$ cat src/rtl/muldiv_pkg.sv
// Shared op codes, FSM encodings and per-operation context for the multiply/divide unit.
package muldiv_pkg;

  localparam logic [1:0] MD_MULT  = 2'd0;
  localparam logic [1:0] MD_MULTU = 2'd1;
  localparam logic [1:0] MD_DIV   = 2'd2;
  localparam logic [1:0] MD_DIVU  = 2'd3;

  localparam logic [1:0] IDLE = 2'd0;
  localparam logic [1:0] CALC = 2'd1;
  localparam logic [1:0] FIX  = 2'd2;

  localparam int MD_ITER = 32;

  // Captured at start; drives the FIX-stage sign correction.
  typedef struct packed {
    logic is_div;
    logic neg_q;   // negate the whole product (mult) or the quotient (div)
    logic neg_r;   // negate the remainder (div only)
  } op_ctx_t;

  function automatic logic op_signed(input logic [1:0] op);
    return ~op[0];
  endfunction

  function automatic logic op_is_div(input logic [1:0] op);
    return op[1];
  endfunction

endpackage

$ cat src/rtl/muldiv_sign.sv
// Sign handling: operand magnitudes on entry, result negation on exit.
// Purely combinational, no latency, no flow control.
module muldiv_sign
  import muldiv_pkg::*;
#(
  parameter int WIDTH = MD_ITER
) (
  input  logic [WIDTH-1:0]   a,
  input  logic [WIDTH-1:0]   b,
  input  logic               is_signed,
  output logic [WIDTH-1:0]   abs_a,
  output logic [WIDTH-1:0]   abs_b,
  input  logic [2*WIDTH-1:0] res,
  input  logic               is_div,
  input  logic               neg_q,
  input  logic               neg_r,
  output logic [2*WIDTH-1:0] res_fix
);

  always_comb begin
    // The most negative value maps onto itself, which reads correctly as unsigned.
    abs_a = (is_signed && a[WIDTH-1]) ? -a : a;
    abs_b = (is_signed && b[WIDTH-1]) ? -b : b;
    res_fix = res;
    if (is_div) begin
      if (neg_q) res_fix[WIDTH-1:0]       = -res[WIDTH-1:0];
      if (neg_r) res_fix[2*WIDTH-1:WIDTH] = -res[2*WIDTH-1:WIDTH];
    end else if (neg_q) begin
      res_fix = -res;
    end
  end

endmodule

$ cat src/rtl/muldiv_unit.sv
// Iterative MULT/MULTU/DIV/DIVU with HI/LO; result lands 34 cycles after start (done pulse).
// No backpressure: start and MTHI/MTLO are ignored while busy, so the controller must stall.
module muldiv_unit
  import muldiv_pkg::*;
#(
  parameter int WIDTH = MD_ITER,
  parameter int CNT_W = 6
) (
  input  logic             clk,
  input  logic             rst,
  input  logic             start,
  input  logic [1:0]       op,
  input  logic [WIDTH-1:0] a,
  input  logic [WIDTH-1:0] b,
  input  logic             hi_we,
  input  logic             lo_we,
  input  logic [WIDTH-1:0] wdata,
  output logic             busy,
  output logic             done,
  output logic [WIDTH-1:0] hi,
  output logic [WIDTH-1:0] lo
);

  logic [1:0]         state;
  logic [CNT_W-1:0]   cnt;
  logic [2*WIDTH-1:0] acc;
  logic [WIDTH-1:0]   opb;
  op_ctx_t            ctx;

  logic [WIDTH-1:0]   abs_a, abs_b;
  logic [2*WIDTH-1:0] res_fix, acc_next;
  logic [WIDTH:0]     mul_sum, div_shift, div_diff;

  muldiv_sign #(.WIDTH(WIDTH)) u_sign (
    .a         (a),
    .b         (b),
    .is_signed (op_signed(op)),
    .abs_a     (abs_a),
    .abs_b     (abs_b),
    .res       (acc),
    .is_div    (ctx.is_div),
    .neg_q     (ctx.neg_q),
    .neg_r     (ctx.neg_r),
    .res_fix   (res_fix)
  );

  // acc = {upper, lower}: multiply keeps partial product / multiplier,
  // divide keeps partial remainder / dividend-then-quotient.
  always_comb begin
    mul_sum   = {1'b0, acc[2*WIDTH-1:WIDTH]} + (acc[0] ? {1'b0, opb} : '0);
    div_shift = {acc[2*WIDTH-1:WIDTH], acc[WIDTH-1]};
    div_diff  = div_shift - {1'b0, opb};
    if (ctx.is_div)
      acc_next = div_diff[WIDTH] ? {div_shift[WIDTH-1:0], acc[WIDTH-2:0], 1'b0}
                                 : {div_diff[WIDTH-1:0],  acc[WIDTH-2:0], 1'b1};
    else
      acc_next = {mul_sum, acc[WIDTH-1:1]};
  end

  assign busy = (state != IDLE);

  always_ff @(posedge clk) begin
    if (rst) begin
      state <= IDLE;
      cnt   <= '0;
      acc   <= '0;
      opb   <= '0;
      ctx   <= '0;
      done  <= 1'b0;
      hi    <= '0;
      lo    <= '0;
    end else begin
      done <= 1'b0;
      case (state)
        IDLE: begin
          if (start) begin
            acc        <= {{WIDTH{1'b0}}, abs_a};
            opb        <= abs_b;
            cnt        <= '0;
            ctx.is_div <= op_is_div(op);
            // Divide by zero: the loop yields all-ones quotient and |a| remainder;
            // keeping the quotient positive and the remainder sign-fixed returns raw a in HI.
            ctx.neg_q  <= op_signed(op) && (a[WIDTH-1] ^ b[WIDTH-1]) &&
                          !(op_is_div(op) && (b == '0));
            ctx.neg_r  <= op_signed(op) && op_is_div(op) && a[WIDTH-1];
            state      <= CALC;
          end else begin
            if (hi_we) hi <= wdata;
            if (lo_we) lo <= wdata;
          end
        end
        CALC: begin
          acc <= acc_next;
          cnt <= cnt + CNT_W'(1);
          if (cnt == CNT_W'(WIDTH - 1)) state <= FIX;
        end
        FIX: begin
          {hi, lo} <= res_fix;
          done     <= 1'b1;
          state    <= IDLE;
        end
        default: state <= IDLE;
      endcase
    end
  end

endmodule
$ cat config.mk
export PLATFORM = sky130hd
export DESIGN_NAME = muldiv_unit
export DESIGN_NICKNAME = d
export VERILOG_FILES = /design/src/rtl/muldiv_pkg.sv /design/src/rtl/muldiv_sign.sv /design/src/rtl/muldiv_unit.sv
export SDC_FILE = /design/constraint.sdc
export NUM_CORES = 1
export LEC_CHECK = 0
export CAP_MARGIN = 10
export CORE_ASPECT_RATIO = 1.25
export CORE_MARGIN = 2
export CORE_UTILIZATION = 35
export DETAILED_ROUTE_END_ITERATION = 8
export MAX_ROUTING_LAYER = met4
export PLACE_DENSITY_LB_ADDON = 0.05
export SLEW_MARGIN = 0
export SYNTH_ARGS = -nofsm -noshare
export SYNTH_HDL_FRONTEND = slang
export SYNTH_HIERARCHICAL = 1
export SYNTH_SLANG_ARGS = --single-unit
$ cat constraint.sdc
create_clock -name clk -period 6.3 [get_ports clk]
set_input_delay 0.63 -clock clk [delete_from_list [all_inputs] [get_ports clk]]
set_output_delay 0.63 -clock clk [all_outputs]
set_load 0.01 [all_outputs]
==> out/qor.yml <==
status: "complete, no violations"
grt_pass1_wl_um: 82200
area_delta_synth_final_pct: 18.9
wirelength_um: 53900
p_per_area_mw_per_mm2: 201
ant_nets: 0
clkTransAtPathRegs_ns: 0.07
slew_headroom_pct: 21.3
r2r-end: "acc[55]"
crit_path_cell_trace: "buf_4, and2_1, ha_1, inv_1, fa_1, nand2b_1, a21oi_1, o21ai_2, o211a_1, o41ai_2, a311o_1, xor2_1, a22oi_1, o21ai_1"
mostFrequentLayoutCells: "nand2_1 (285), dfxtp_1 (171), clkdlybuf4s50_1 (167)"
synth_xor_area_share_pct: 10.5
min_period_over_period_pct: 59.8
finClkSkew_ns: 0.00885
seq_area_frac_synth_pct: 23.8
die_x_um: 186
p_seq_share_pct: 36.4
reg2reg_setup_slack_ns: 2.53
min_path_cells: 2
clock_latency_ns: 0.46
synth_area_mm2: 0.0144
nets: 2197
start_kind: "flip-flop"
synth_top_area_cell: "dfxtp_1"
fin_setup_tns_ns: 0
hold_violations: 0
worst_slew_pin_slew_ns: 1.18
core_mm2: 0.0409
cp_num_buf_inv: 2
io_pins: 169
crit_slowest_cell: "o41ai_2"
cts_resized: 0
synthFlopType: "dfxtp_1"
track_usage_pct: 25.6
synth_top_cell_area_share_pct: 23.8
io_buffer_count: 168
grt_antenna_before_repair: 0
cts_setup_buffers: 0
arrival_ns: 4.11
clkPwrFrac_pct: 35.2
wl_per_cell_um: 20.8
async_reset_ff_share_pct: 0
regToRegStartpoint: "acc[0]"
final_area_mm2: 0.0172
hold_buffers: 0
syn-num-nets: 2106
layout_min_cycle_time_ns: 3.77
rows: 83
yosys-top-cells-area: "dfxtp_1 (24%), nand2_1 (7.4%), xnor2_1 (6.7%)"
max_freq_mhz: 265
cts_tree: "yes"
path_max_fanout: 32
min_from: "opb[8]"
start_util_pct: 35.3
critical_path.endpoint_type: "flip-flop"
drive_above_1_share_pct: 4.86
slew_violations: 0
synth_top_family_by_area: "compound AO/OA/AOI/OAI gates"
power_switching_w: 0.00116
max-cap-violations: 0
die_h_um: 231
cp_top_family: "compound AO/OA/AOI/OAI gates"
cts_sinks: 172
grt_max_degree: 100
cts_made_buffers: 17
synth_edf_count: 0
max-clock-path-buffers: 2
synth_compound_area_share_pct: 25.7
postSynthCellCount: 1932
finalSetupViolations: 0
die_area_mm2: 0.0429
p_int_w: 0.00229
final_common_cell: "nand2_1"
dpl_cell_area_mm2: 0.0165
first_global_vias: 14100
gp_congestion: 0.939
rsz0062_at_grt: "false"
ys_types: 80
vias_per_cell: 5.59
htreeDepth: 4
swShare_pct: 33.6
num_antenna_cells: 0
cts-root-buf: "clkbuf_16"
hpwlAfterDp_um: 41700
vdd_drop_max_uv: 210
whs_endpoint: "opb[8]"
synth-simple-area-share_pct: 24.8
finalPower_w: 0.00345
crit_required_ns: 6.64
crit_path_max_incr_delay_ns: 0.59
avgSynthCellArea_um2: 7.47
muxShareOfSynthArea_pct: 3.95
drc: 0
holdCritPathClass: "flip-flop to flip-flop"
critPathKind: "flip-flop to flip-flop"
drt-pass1-iter-count: 5
rr_worst_depth: 14
vias: 14500
overflow: 0
leakage_nw: 6.54
comb_power_share_pct: 28.4
synth_warnings: 6
drt_iter0_drc: 885
synth_seq_cells: 172
yosys.area_share.adder_pct: 6.26
## power by group through the flow
stage | Clock (W) | Sequential, W | Combinational (W)
floorplan | 0 | 0.00124 | 0.000644
global placement | 0 | 0.00128 | 0.000975
detailed placement | 0 | 0.00128 | 0.000976
CTS | 0.00124 | 0.00126 | 0.000980
global route | 0.00128 | 0.00126 | 0.00107
finish | 0.00121 | 0.00126 | 0.000978
## registers in the layout, indices dropped and copies added, names as in the netlist
signal	cells
opb	32
done	1
acc	64
cnt	6
state	2
hi	32
lo	32
ctx	3
## kinds of logic (layout without fill, tap and decap cells)
logic type               count (synthesis)  in the layout
AO/OA/AOI/OAI                          538            538
XOR/XNOR                               173            173
adder cells (fa/ha/maj)                 71             71
buffers and inverters                  177            280
flip-flops                             172            172
multiplexers                            57             57
AND/OR/NAND/NOR                        744            744
## worst register-to-register path, stage by stage, from the launching register on
cell and delay [ns]:
dfxtp_1 0.46, buf_4 0.33, and2_1 0.18, ha_1 0.19, inv_1 0.06, fa_1 0.39
nand2b_1 0.18, a21oi_1 0.22, o21ai_2 0.13, o211a_1 0.26, o41ai_2 0.59, a311o_1 0.34
xor2_1 0.09, a22oi_1 0.15, o21ai_1 0.08
## Yosys cell counts (all sizes together), types with 4 or more instances
cell,n
and2,46
xnor2,110
o21bai,10
a31oi,14
a22oi,19
o41ai,9
nand3,23
nor3,34
a211oi,70
nand2b,20
nor2b,43
nor2,159
or4,18
a21o,22
buf,14
xor2,63
or3,22
nand3b,7
ha,69
o211ai,7
a21oi,137
or2,14
nand4,15
o21ai,93
nor4,29
o221ai,6
clkbuf,99
and4,4
a221o,7
and3,9
o31ai,28
a311oi,64
inv,64
nor3b,7
nor4b,4
nand2,285
o211a,5
o21a,13
o22ai,5
dfxtp,172
mux2i,57
## how the worst max path moves through the flow
stage,cells after the start,startpoint,end
6_report,14,acc[0],acc[55]
5_1_grt,14,acc[0],acc[55]
4_1_cts,14,acc[0],acc[55]
3_5_place_dp,9,b[2],opb[26]
3_3_place_gp,9,b[2],opb[30]
2_1_floorplan,8,a[20],acc[31]
## area by class of cell
class	count	area, um^2
clock buffers	18	439
flip-flops and latches	172	3440
repair buffers	185	1810
fillers	4351	23800
well taps	552	691
inverters	64	240
multi-input cells	1583	10300
clock inverters	13	213
## metrics by stage
stage / setup slack [ns] / util (%) / hold slack [ns] / instances
after global placement: 2.59 / 40.4 / 0.476 / 2556
after detailed placement: 2.53 / 40.4 / 0.479 / 2556
final: 2.53 / 41.9 / 0.485 / 2587
after floorplan: 3.27 / - / 0.431 / 1932
after global routing: 2.32 / 41.9 / 0.500 / 2587
after CTS: 2.54 / 41.9 / 0.488 / 2587
## metal layers
metal / share of wire [%] / vias to the layer above / global-route usage, %
met5: 0 / - / -
met4: 3.1 / 0 / 8.54
met3: 3.5 / 70 / 3.46
met2: 51 / 339 / 45.7
met1: 42 / 6881 / 29.1
li1: - / 7173 / -
Power figures use the tool's default switching activity.
==> edit 1: new RTL, same settings <==
Change the package constant `MD_ITER` from 32 to 48.
--- a/src/rtl/muldiv_pkg.sv
+++ b/src/rtl/muldiv_pkg.sv
@@ -11,5 +11,5 @@
   localparam logic [1:0] FIX  = 2'd2;
 
-  localparam int MD_ITER = 32;
+  localparam int MD_ITER = 48;
 
   // Captured at start; drives the FIX-stage sign correction.
Ports: changed (5 resized); port bits go from 169 to 249. No check against the original RTL was run, so the function may have changed too.
==> edit 1 against the original RTL <==
Setup slack lost 0.70 ns; routed wire length up 66%; sequential cell count grew 80; total power is 49% higher; clock skew increased by 0.0079 ns; non-clock buffer count grew 89; critical path type unchanged; area after synthesis grew 51%; synthesized cell count rose by 53%; critical path depth is 1 higher; combinational power grew 52%; die area rose by 50%; via count up 55%; cell area is 50% higher.
==> edit 1: results (changes against the original RTL) <==
* Status: completed
* LEAKAGE at 9.89 nW (+51%)
* Placer congestion estimate at 0.931 (-0.89%)
* Initial antenna violation count at 1 (+1)
* Slowest library cell on the worst path: dfxtp_1
* Area after DPL at 0.0247 mm^2 (+50%)
* Gr usage total at 27.7% (+2.2 points)
* Initial DRC Count at 1648 (+86%)
* Clk_skew at 0.0167 ns (+0.00786 ns)
* Library cells used by synthesis at 93 (+16%)
* PortBufs at 248 (+48%)
* Worst EP arrival at 4.97 ns (+0.86 ns)
* Post-Syn Nets at 3211 (+52%)
* CTS Buffer Depth at 3 (+1)
* Clock insertion delay at the later pin of the skew report at 0.60 ns (+0.14 ns)
* Seq/Total Area, Yosys at 23.2% (-0.65 points)
* Met2 WL at 46.1 mm (+66%)
* Post-DP HPWL at 69.9 mm (+68%)
* Global-route wire length before repair at 134 mm (+63%)
* Max FFs per register at 96 (+50%)
* Syn_area_per_cell at 7.35 um^2 (-1.6%)
* DRT Wirelength at 89.3 mm (+66%)
* Met3 wire length at 3.85 mm (+100%)
* Via/cell ratio at 5.74 (+2.6%)
* Worst path max stage delay at 0.73 ns (+0.14 ns)
* DP Worst Slack at 1.89 ns (-0.644 ns)
* Largest net degree at the start of global routing at 98 (-2.0%)
-- edit 1: changes by cell type in the layout (fill, tap and decap cells not counted), moves of 72 or more --
cell / change
o21ai_0: +72
nor2_1: +88
dfxtp_1: +79
clkdlybuf4s50_1: +80
nand2_1: +135
a21oi_1: +113
-- edit 1: worst paths after layout --
kind	from	end	slack [ns]	cells after the start
max	acc[0]	acc[95]	1.83	15
min	rst	cnt[0]	0.41	2
max reg2reg	acc[0]	acc[95]	1.83	15
min reg2reg	opb[24]	opb[24]	0.47	2
-- edit 1: power breakdown --
group | internal (mW) | switching, mW | total, mW
clock | 1.04 | 0.760 | 1.80
sequential | 1.69 | 0.141 | 1.83
combinational | 0.598 | 0.892 | 1.49
total | 3.33 | 1.79 | 5.12
-- edit 1: cells by family (layout without fill, tap and decap cells) --
family | count (synthesis) | after routing | synth area share [%]
muxes | 60 | 60 | 2.77
xor gates and xnor gates | 274 | 274 | 11.2
and+or+nand+nor | 1102 | 1102 | 24.3
AOI/OAI and AO/OA | 882 | 882 | 27.3
adders and majority gates | 103 | 103 | 6.00
DFF | 252 | 252 | 23.2
buffers and inverters | 284 | 416 | 5.19
-- edit 1: per-layer routing --
layer	track usage, %	vias to the layer above
met3	2.31	132
met4	8.04	0
met2	51.1	633
met5	-	-
met1	31.8	10800
li1	-	11000
-- edit 1: layout make-up --
type | instances | area [um^2]
Clock buffer | 48 | 960
Multi-Input combinational cell | 2421 | 15600
Tap cell | 832 | 1040
Fill cell | 6606 | 36000
Timing Repair Buffer | 274 | 2680
Inverter | 85 | 319
Sequential cell | 252 | 5050
Clock inverter | 9 | 63.8
==> edit 2: new RTL, same flow settings <==
Made on the original files. Register the output `lo` once more, without a reset; this adds one clock of latency there. The other outputs are not delayed to match.
--- a/src/rtl/muldiv_unit.sv
+++ b/src/rtl/muldiv_unit.sv
@@ -21,4 +21,6 @@
   output logic [WIDTH-1:0] lo
 );
+
+  logic [WIDTH-1:0] lo_s0;
 
   logic [1:0]         state;
@@ -69,5 +71,5 @@
       done  <= 1'b0;
       hi    <= '0;
-      lo    <= '0;
+      lo_s0 <= '0;
     end else begin
       done <= 1'b0;
@@ -87,5 +89,5 @@
           end else begin
             if (hi_we) hi <= wdata;
-            if (lo_we) lo <= wdata;
+            if (lo_we) lo_s0 <= wdata;
           end
         end
@@ -96,5 +98,5 @@
         end
         FIX: begin
-          {hi, lo} <= res_fix;
+          {hi, lo_s0} <= res_fix;
           done     <= 1'b1;
           state    <= IDLE;
@@ -105,3 +107,7 @@
   end
 
+  always_ff @(posedge clk) begin
+    lo <= lo_s0;
+  end
+
 endmodule
Function: changed (Yosys sat finds a counterexample within 4 cycles, from zero or initial values and one cycle with rst high).
==> edit 2 against the original RTL <==
Setup slack lost 0.49 ns; sequential cell count up 32; final cell count is 1.5% higher; clock power is 21% higher; via count is 0.21% higher; area after synthesis increased by 3.5%; cell area rose by 4.0%; hold slack got worse by 0.14 ns; routed wire length down 2.0%; first-iteration DRC count shrank 13%; total power is 18% higher.
==> edit 2: results (changes against the original RTL) <==
* Fin nets at 2226 (+1.3%)
* DP Worst Slack at 2.01 ns (-0.526 ns)
* Gr usage total at 23.8% (-1.7 points)
* Post-synthesis mux area share at 3.66% (-0.29 points)
* Initial DRC Count at 770 (-13%)
* Fillers at 4373 (+0.51%)
* Worst Hold Path EP: lo[13]
* Max Clk Rate at 235 MHz (-11%)
* CTS Buffer Depth at 3 (+1)
* Worst slew pin tran at 1.26 ns (+0.0755 ns)
* Setup bufs post-CTS at 0 (unchanged)
* Maximum VDD drop at 0.000163 V (-22%)
* Placer congestion estimate at 0.900 (-4.2%)
* Worst EP arrival at 4.65 ns (+0.54 ns)
* Hold_sp: lo_s0[13]
* Crit Reg-Reg Endpoint: acc[56]
* Area after DPL at 0.0170 mm^2 (+3.0%)
* Largest net degree at the start of global routing at 91 (-9.0%)
* Clk_skew at 0.0192 ns (+0.0103 ns)
* Post-Syn Nets at 2131 (+1.2%)
* Post_cts resized at 0 (unchanged)
* Post-synthesis adder-cell area fraction at 6.05% (-0.21 points)
* R2R Path Start: acc[31]
* Mapped Cells at 1957 (+1.3%)
* Worst hold stages at 0 (-2)
* Xor-xnor portion of the synthesized cell area at 10.4% (-0.052 points)
* Library cells used by synthesis at 77 (-3.8%)
* Worst reg-to-reg path cell count at 13 (-1)
* Top cells by count, synth: 287 x nand2_1, 204 x dfxtp_1, 156 x a21oi_1
* Top post-synthesis cells by area: dfxtp_1 27%, nand2_1 7.2%, xnor2_1 5.9%
* Clock insertion delay at the later pin of the skew report at 0.54 ns (+0.08 ns)
* Complex-gate fraction of the synthesized area at 24.5% (-1.3 points)
* Total CTS buffers at 25 (+8)
* Vias in the first global route at 14.3k (+1.4%)
* Crit path max fanout at 25 (-22%)
* Via/cell ratio at 5.52 (-1.2%)
* Global-route wire length before repair at 81.5 mm (-0.76%)
* Hold Crit Class: reg -> reg
* H-Tree Depth at 1 (-3)
* Layout cells sized above 1 at 4.26% (-0.61 points)
* Min Hold Slack at 0.349 ns (-0.136 ns)
* Post-DP HPWL at 40.4 mm (-3.0%)
* Status: completed
* CTS root buf: clkbuf_16
* Synth async-reset ratio at 0% (unchanged)
* DRT Wirelength at 52.8 mm (-2.0%)
* Seq/Total Area, Yosys at 27.3% (+3.5 points)
* Multi-input gate area at 0.0102 mm^2 (-1.5%)
* Wire per inst at 20.1 um (-3.4%)
* LEAKAGE at 6.83 nW (+4.4%)
edit 2: changes by cell type after synthesis, moves of 8 or more:
| cell | change |
|---|---|
| xnor2_1 | -9 |
| nor3_1 | +9 |
| nand4_1 | +8 |
| a21oi_1 | +26 |
| or2_2 | -8 |
| a211oi_1 | +9 |
| nor2_1 | -15 |
| dfxtp_1 | +32 |
| o21ai_0 | +27 |
| o21ai_1 | -19 |
| xor2_1 | +11 |
| nor2b_1 | +8 |
edit 2: routing by layer:
layer | GRT usage [%] | share of wire (%) | wire (um)
met1 | 27.7 | 42 | 22300
met2 | 41.7 | 50 | 26200
met3 | 2.03 | 3.7 | 1950
met4 | 10.3 | 4.4 | 2340
met5 | - | 0 | 0
edit 2: final cells by class:
cell class | count | area share (%)
multi-input combinational | 1569 | 57.0
inverter | 66 | 1.39
tap | 559 | 3.92
timing repair buffer | 186 | 10.3
clock inverter | 5 | 0.596
sequential | 204 | 22.9
clock buffer | 36 | 3.96
edit 2: cells by family after synthesis:
kind of cell / after synthesis
xor gates and xnor gates: 176
muxes: 54
adders and majority gates: 71
DFF: 204
buffers and inverters: 184
AOI/OAI and AO/OA: 545
and+or+nand+nor: 723
edit 2: critical path, cell delays in order, from the launching register on:
cell	delay, ns
dfxtp_1	0.48
inv_1	0.11
ha_1	0.24
fa_1	0.38
nand2b_1	0.20
a211oi_1	0.34
o21ai_2	0.16
o311ai_4	0.34
a2111oi_4	0.16
xnor2_4	0.76
buf_4	0.42
mux2_2	0.37
nand3_1	0.08
a21oi_1	0.08
edit 2: power by group:
part | leakage, nW | internal (mW) | switching (mW)
clock network | 0.392 | 0.893 | 0.580
logic | 4.77 | 0.472 | 0.629
registers | 1.67 | 1.37 | 0.108
